$ cat config.mk
export PLATFORM = sky130hd
export DESIGN_NAME = bfm_apb_gpio_out_slave
export DESIGN_NICKNAME = d
export VERILOG_FILES = /design/src/rtl/bfm_apb_gpio_out_slave.sv
export SDC_FILE = /design/constraint.sdc
export NUM_CORES = 1
export LEC_CHECK = 0
export BUFFER_PORTS_ARGS = -buffer_cell sky130_fd_sc_hd__buf_2
export CORE_MARGIN = 2
export CORE_UTILIZATION = 35
export CTS_CLUSTER_DIAMETER = 200
export DETAILED_ROUTE_END_ITERATION = 7
export SKIP_CTS_REPAIR_TIMING = 1
export SYNTH_ARGS = -nofsm -noshare
export SYNTH_HDL_FRONTEND = slang
export SYNTH_SLANG_ARGS = --single-unit
$ cat constraint.sdc
create_clock -name HCLK -period 3.45 [get_ports HCLK]
set_clock_uncertainty 0.15 [all_clocks]
set_input_delay 0.8625 -clock HCLK [delete_from_list [all_inputs] [get_ports HCLK]]
set_output_delay 0.8625 -clock HCLK [all_outputs]
set_load 0.01 [all_outputs]
$ cat src/rtl/bfm_apb_gpio_out_slave.sv
// APB3 GPIO output slave with DATA/SET/CLR/TGL/INFO registers and fixed wait states.
// Optional macro APB_GPIO_OUT_SLVERR_EN enables PSLVERR for unmapped, misaligned and INFO-write accesses.
module bfm_apb_gpio_out_slave #(
    parameter int          NUM_OUT     = 32,
    parameter logic [31:0] RESET_VAL   = 32'h0,
    parameter int          WAIT_STATES = 0,
    parameter int          TPD         = 1
) (
    input  logic               HCLK,
    input  logic               HRESETN,
    input  logic               PSEL,
    input  logic [7:0]         PADDR,
    input  logic               PWRITE,
    input  logic               PENABLE,
    input  logic [31:0]        PWDATA,
    output logic [31:0]        PRDATA,
    output logic               PREADY,
    output logic               PSLVERR,
    output logic [NUM_OUT-1:0] GPIO_OUT
);

    typedef enum logic {ST_IDLE, ST_ACCESS} state_t;

    localparam logic [3:0]  WAIT_INIT = 4'(WAIT_STATES);
    localparam logic [31:0] INFO_VAL  = {16'h0, 8'(WAIT_STATES), 8'(NUM_OUT)};

    // Outputs are zero-delay in RTL; TPD only matters to timing-annotated wrappers.
    if (NUM_OUT < 1 || NUM_OUT > 32 || WAIT_STATES < 0 || WAIT_STATES > 15 || TPD < 0) begin : g_param_out_of_range
    end

    state_t             state_reg, state_next;
    logic [3:0]         wcnt_reg, wcnt_next;
    logic [NUM_OUT-1:0] gpio_reg, gpio_next;

    logic               sel_data, sel_set, sel_clr, sel_tgl, sel_info;
    logic               pready_int, slverr_int;
    logic [NUM_OUT-1:0] wdata;
    logic [31:0]        gpio_ext, rdata_mux;

    assign sel_data = (PADDR == 8'h00);
    assign sel_set  = (PADDR == 8'h04);
    assign sel_clr  = (PADDR == 8'h08);
    assign sel_tgl  = (PADDR == 8'h0C);
    assign sel_info = (PADDR == 8'h10);
    assign wdata    = PWDATA[NUM_OUT-1:0];

    assign pready_int = (state_reg == ST_ACCESS) && PSEL && PENABLE && (wcnt_reg == 4'd0);

`ifdef APB_GPIO_OUT_SLVERR_EN
    assign slverr_int = pready_int &&
                        ((PADDR > 8'h10) || (PADDR[1:0] != 2'b00) || (PWRITE && sel_info));
`else
    assign slverr_int = 1'b0;
`endif

    always_comb begin
        gpio_ext = '0;
        gpio_ext[NUM_OUT-1:0] = gpio_reg;
    end

    always_comb begin
        rdata_mux = '0;
        if (sel_data)
            rdata_mux = gpio_ext;
        else if (sel_info)
            rdata_mux = INFO_VAL;
    end

    // Misaligned/unmapped offsets never match a write decode, so they drop naturally.
    always_comb begin
        state_next = state_reg;
        wcnt_next  = wcnt_reg;
        gpio_next  = gpio_reg;
        case (state_reg)
            ST_IDLE: begin
                if (PSEL && !PENABLE) begin
                    state_next = ST_ACCESS;
                    wcnt_next  = WAIT_INIT;
                end
            end
            ST_ACCESS: begin
                if (!PSEL) begin
                    state_next = ST_IDLE;
                end else if (PENABLE) begin
                    if (wcnt_reg != 4'd0) begin
                        wcnt_next = wcnt_reg - 4'd1;
                    end else begin
                        state_next = ST_IDLE;
                        if (PWRITE) begin
                            if (sel_data)
                                gpio_next = wdata;
                            else if (sel_set)
                                gpio_next = gpio_reg | wdata;
                            else if (sel_clr)
                                gpio_next = gpio_reg & ~wdata;
                            else if (sel_tgl)
                                gpio_next = gpio_reg ^ wdata;
                        end
                    end
                end
            end
            default: state_next = ST_IDLE;
        endcase
    end

    always_ff @(posedge HCLK) begin
        if (!HRESETN) begin
            state_reg <= ST_IDLE;
            wcnt_reg  <= 4'd0;
            gpio_reg  <= RESET_VAL[NUM_OUT-1:0];
        end else begin
            state_reg <= state_next;
            wcnt_reg  <= wcnt_next;
            gpio_reg  <= gpio_next;
        end
    end

    assign PREADY   = pready_int;
    assign PSLVERR  = slverr_int;
    assign PRDATA   = (pready_int && !slverr_int) ? rdata_mux : 32'h0;
    assign GPIO_OUT = gpio_reg;

endmodule

==> reports/summary.txt <==
WORST SETUP PATH
--------------------------------------------------------------------------------------------------------
Critical path required time ...............................................................      2.44 ns
Capturing element type of the critical path ...............................................  output port
Critical-path maximum fanout ..............................................................           16
Worst setup SP type .......................................................................    input pin
Critical path data arrival time ...........................................................      2.29 ns
Classification of the worst setup path ....................................................    in -> out

PLACED DESIGN
--------------------------------------------------------------------------------------------------------
I/O Buffers ...............................................................................          109
HPWL reported at the end of detailed placement ............................................     6.027 mm
Cell area after placement ................................................................. 0.004000 mm2
Weighted congestion at the end of routability-driven global placement .....................       0.7537

TIMING
--------------------------------------------------------------------------------------------------------
Portion of the clock cycle consumed by the worst path in the final layout .................       95.62%
Worst slew margin relative to its limit ...................................................       56.92%
Pins over their slew limit ................................................................            0
Final Hold Vio Count ......................................................................            0
Maximum clock rate ........................................................................    303.1 MHz
Worst hold margin .........................................................................    0.3447 ns
Sum of negative setup slack ...............................................................         0 ns
Transition time at the pin with the least slew margin .....................................    0.6462 ns
Unrepaired setup endpoints after global routing ...........................................           no
Post-layout minimum cycle time ............................................................     3.299 ns
Number of setup violations in the final report ............................................            0

FINISH
--------------------------------------------------------------------------------------------------------
Relative area change from synthesis to final layout .......................................       20.96%
Register Area .............................................................................    740.7 um2
NumNets Final .............................................................................          643
Diode count ...............................................................................            0
Final standard cell area without fillers .................................................. 0.004086 mm2
Most used cells in the layout excluding fill and tap cells ................................ 109 x sky130_fd_sc_hd__buf_2, 67 x sky130_fd_sc_hd__inv_1, 66 x sky130_fd_sc_hd__ha_1
Max FFs per register ......................................................................           32
Most common cell after layout, fill and taps aside ........................................ sky130_fd_sc_hd__buf_2
Filler Cell Count .........................................................................          960
Area occupied by multi-input gates ........................................................ 0.002241 mm2
Proportion of layout cells with a drive suffix above 1 ....................................       23.68%

FLOORPLANNING
--------------------------------------------------------------------------------------------------------
Width of the die ..........................................................................     102.2 um
Std-Cell Core Area ........................................................................ 0.009284 mm2
Height of the die .........................................................................     102.2 um
Count of standard-cell rows ...............................................................           35
Overall die area ..........................................................................  0.01045 mm2
Initial Util ..............................................................................       36.39%
Num ports .................................................................................          111

PWR
--------------------------------------------------------------------------------------------------------
Net Switching .............................................................................     265.9 uW
Peak supply drop ..........................................................................     107.7 uV
Switching portion of total power ..........................................................       28.55%
Sequential cell fraction of total power ...................................................        46.6%
Internal ..................................................................................     665.4 uW
Fraction of power consumed by the clock network ...........................................        34.4%
Power density over the cells .............................................................. 227.9 mW/mm2
Leak Pwr ..................................................................................  0.002053 uW
Part of the power in combinational logic ..................................................        18.9%

YOSYS
--------------------------------------------------------------------------------------------------------
Xor and xnor fraction of the mapped netlist area ..........................................       1.037%
Yosys top cell by area .................................................................... sky130_fd_sc_hd__ha_1
Cells after synthesis .....................................................................          436
Multiplexer area fraction after synthesis .................................................           0%
Number of synthesized flops with an enable pin ............................................            0
Main combinational cell family by area after synthesis ....................................  adder cells
Synthesized area .......................................................................... 0.003378 mm2
Distinct cells, synth .....................................................................           33
Post-synthesis compound-gate area fraction ................................................       20.30%
Ys async rst share ........................................................................           0%
Number of synthesized register bits .......................................................           37
Average cell area after synthesis .........................................................    7.748 um2
Net count after synthesis .................................................................          547
Area share of the largest cell type after synthesis .......................................       24.44%
Simple logic cell fraction of the synthesized area ........................................       20.44%
Area contributors post-synth .............................................................. sky130_fd_sc_hd__ha_1 24%, sky130_fd_sc_hd__dfxtp_1 22%, sky130_fd_sc_hd__o221ai_1 8.3%
Fraction of the mapped netlist area in adder cells ........................................       24.44%
Yosys warns ...............................................................................            0
Post-synthesis sequential area ratio ......................................................       21.93%
Most frequently used flop master after synthesis .......................................... sky130_fd_sc_hd__dfxtp_1

CTS
--------------------------------------------------------------------------------------------------------
Post-CTS clock slew at the launch and capture registers of the worst setup and hold paths .      0.08 ns
TritonCTS clock tree ......................................................................          yes
Maximum root-to-sink buffer count .........................................................            2
Sink count of the clock tree ..............................................................           37
Total CTS buffers .........................................................................            5
Worst skew pair latency ...................................................................      0.28 ns
CTS root buffer ........................................................................... sky130_fd_sc_hd__clkbuf_8
H-tree level count ........................................................................            2

GRT
--------------------------------------------------------------------------------------------------------
Initial antenna violation count ...........................................................            0
Total global routing overflow .............................................................            0
Global Route Usage Sum ....................................................................       16.41%
Vias in the first global route ............................................................         2955
Global-route wire length before repair ....................................................     13.92 mm
Maximum number of pins on one net before global-route repair ..............................           66

FLOW RUN
--------------------------------------------------------------------------------------------------------
Number of max-cap violations ..............................................................            0

RUN STATUS
--------------------------------------------------------------------------------------------------------
Status .................................................................................... complete, no violations

ROUTING
--------------------------------------------------------------------------------------------------------
Final routed wirelength across all metal layers ...........................................     8.728 mm
Initial DRT Pass Iterations ...............................................................            4
Post-DR vias/cell .........................................................................        4.959
Residual antenna-violating net count after detailed routing ...............................            0
First DRT Iteration DRCs ..................................................................          127
DRC errors left ...........................................................................            0
Routed length per instance ................................................................     13.20 um
Count of vias placed by the detailed router ...............................................         3278

MIN PATH
--------------------------------------------------------------------------------------------------------
Kind of path behind the tightest hold check ...............................................   reg -> reg

metal layers:
metal  routed length [um]  global-route usage (%)  share of wire (%)  vias up
met5                    0                       0                  0        -
met1                 4272                   21.73                 49     1529
met4                   54                   3.179               0.62        0
met3                  403                   2.462                4.6        6
li1                     -                       -                  -     1664
met2                 3997                   28.49                 46       79
cell families after synthesis:
family          after synthesis
simple gates                134
buf+inv                      95
other cells                   1
fa+ha+maj                    66
compound gates               99
flops                        37
xor+xnor                      4
per-stage QoR:
| stage | power, uW | instances | util, % | setup WS, ns |
|---|---|---|---|---|
| final | 931.3 | 661 | 44.02 | 0.1512 |
| after global routing | 989.1 | 661 | 44.02 | 0.05415 |
| after CTS | 943.6 | 661 | 44.02 | 0.1327 |
| after detailed placement | 621.4 | 654 | 43.09 | 0.1418 |
| after global placement | 613.7 | 654 | 43.09 | 0.1578 |
| after floorplan | 562.0 | 436 | - | 0.2527 |
cells in the mapped netlist, drive strengths merged, types with 2 or more instances:
cell type	instances
and2	31
buf	10
clkbuf	18
dfxtp	37
ha	66
inv	67
nand2	62
nand3	3
nor2	8
nor2b	16
nor3	3
nor4	3
o211ai	24
o21ai	40
o221ai	32
or4b	2
xnor2	3
final cells by class:
class                   instances  area share (%)
multi-input cells             304           54.84
flip-flops and latches         37           18.13
repair buffers                117           14.82
inverters                      67           6.154
well taps                     129           3.950
clock buffers                   7           2.113
final timing paths:
| kind | slack, ns | endpoint | start | cells past startpoint |
|---|---|---|---|---|
| min | 0.34 | GPIO_OUT[9]$_SDFFE_PN0P_ | GPIO_OUT[9]$_SDFFE_PN0P_ | 2 |
| max reg2reg | 1.35 | GPIO_OUT[22]$_SDFFE_PN0P_ | wcnt_reg[0]$_SDFFE_PN0P_ | 7 |
| min reg2reg | 0.34 | GPIO_OUT[9]$_SDFFE_PN0P_ | GPIO_OUT[9]$_SDFFE_PN0P_ | 2 |
| max | 0.15 | PRDATA[25] | PADDR[1] | 6 |
worst max-delay path, cell delays in order:
cell,delay [ns]
sky130_fd_sc_hd__buf_2,0.11
sky130_fd_sc_hd__or4_4,0.56
sky130_fd_sc_hd__nor4_4,0.24
sky130_fd_sc_hd__buf_4,0.24
sky130_fd_sc_hd__and2_1,0.14
sky130_fd_sc_hd__buf_2,0.12
power by group through the flow:
stage                     Clock (uW)  Sequential [uW]  Combinational [uW]
final                            321              434                 176
after global routing             352              435                 202
after CTS                        331              434                 179
after detailed placement           0              444                 177
after global placement             0              444                 170
after floorplan                    0              443                 119
Power figures use the tool's default switching activity.
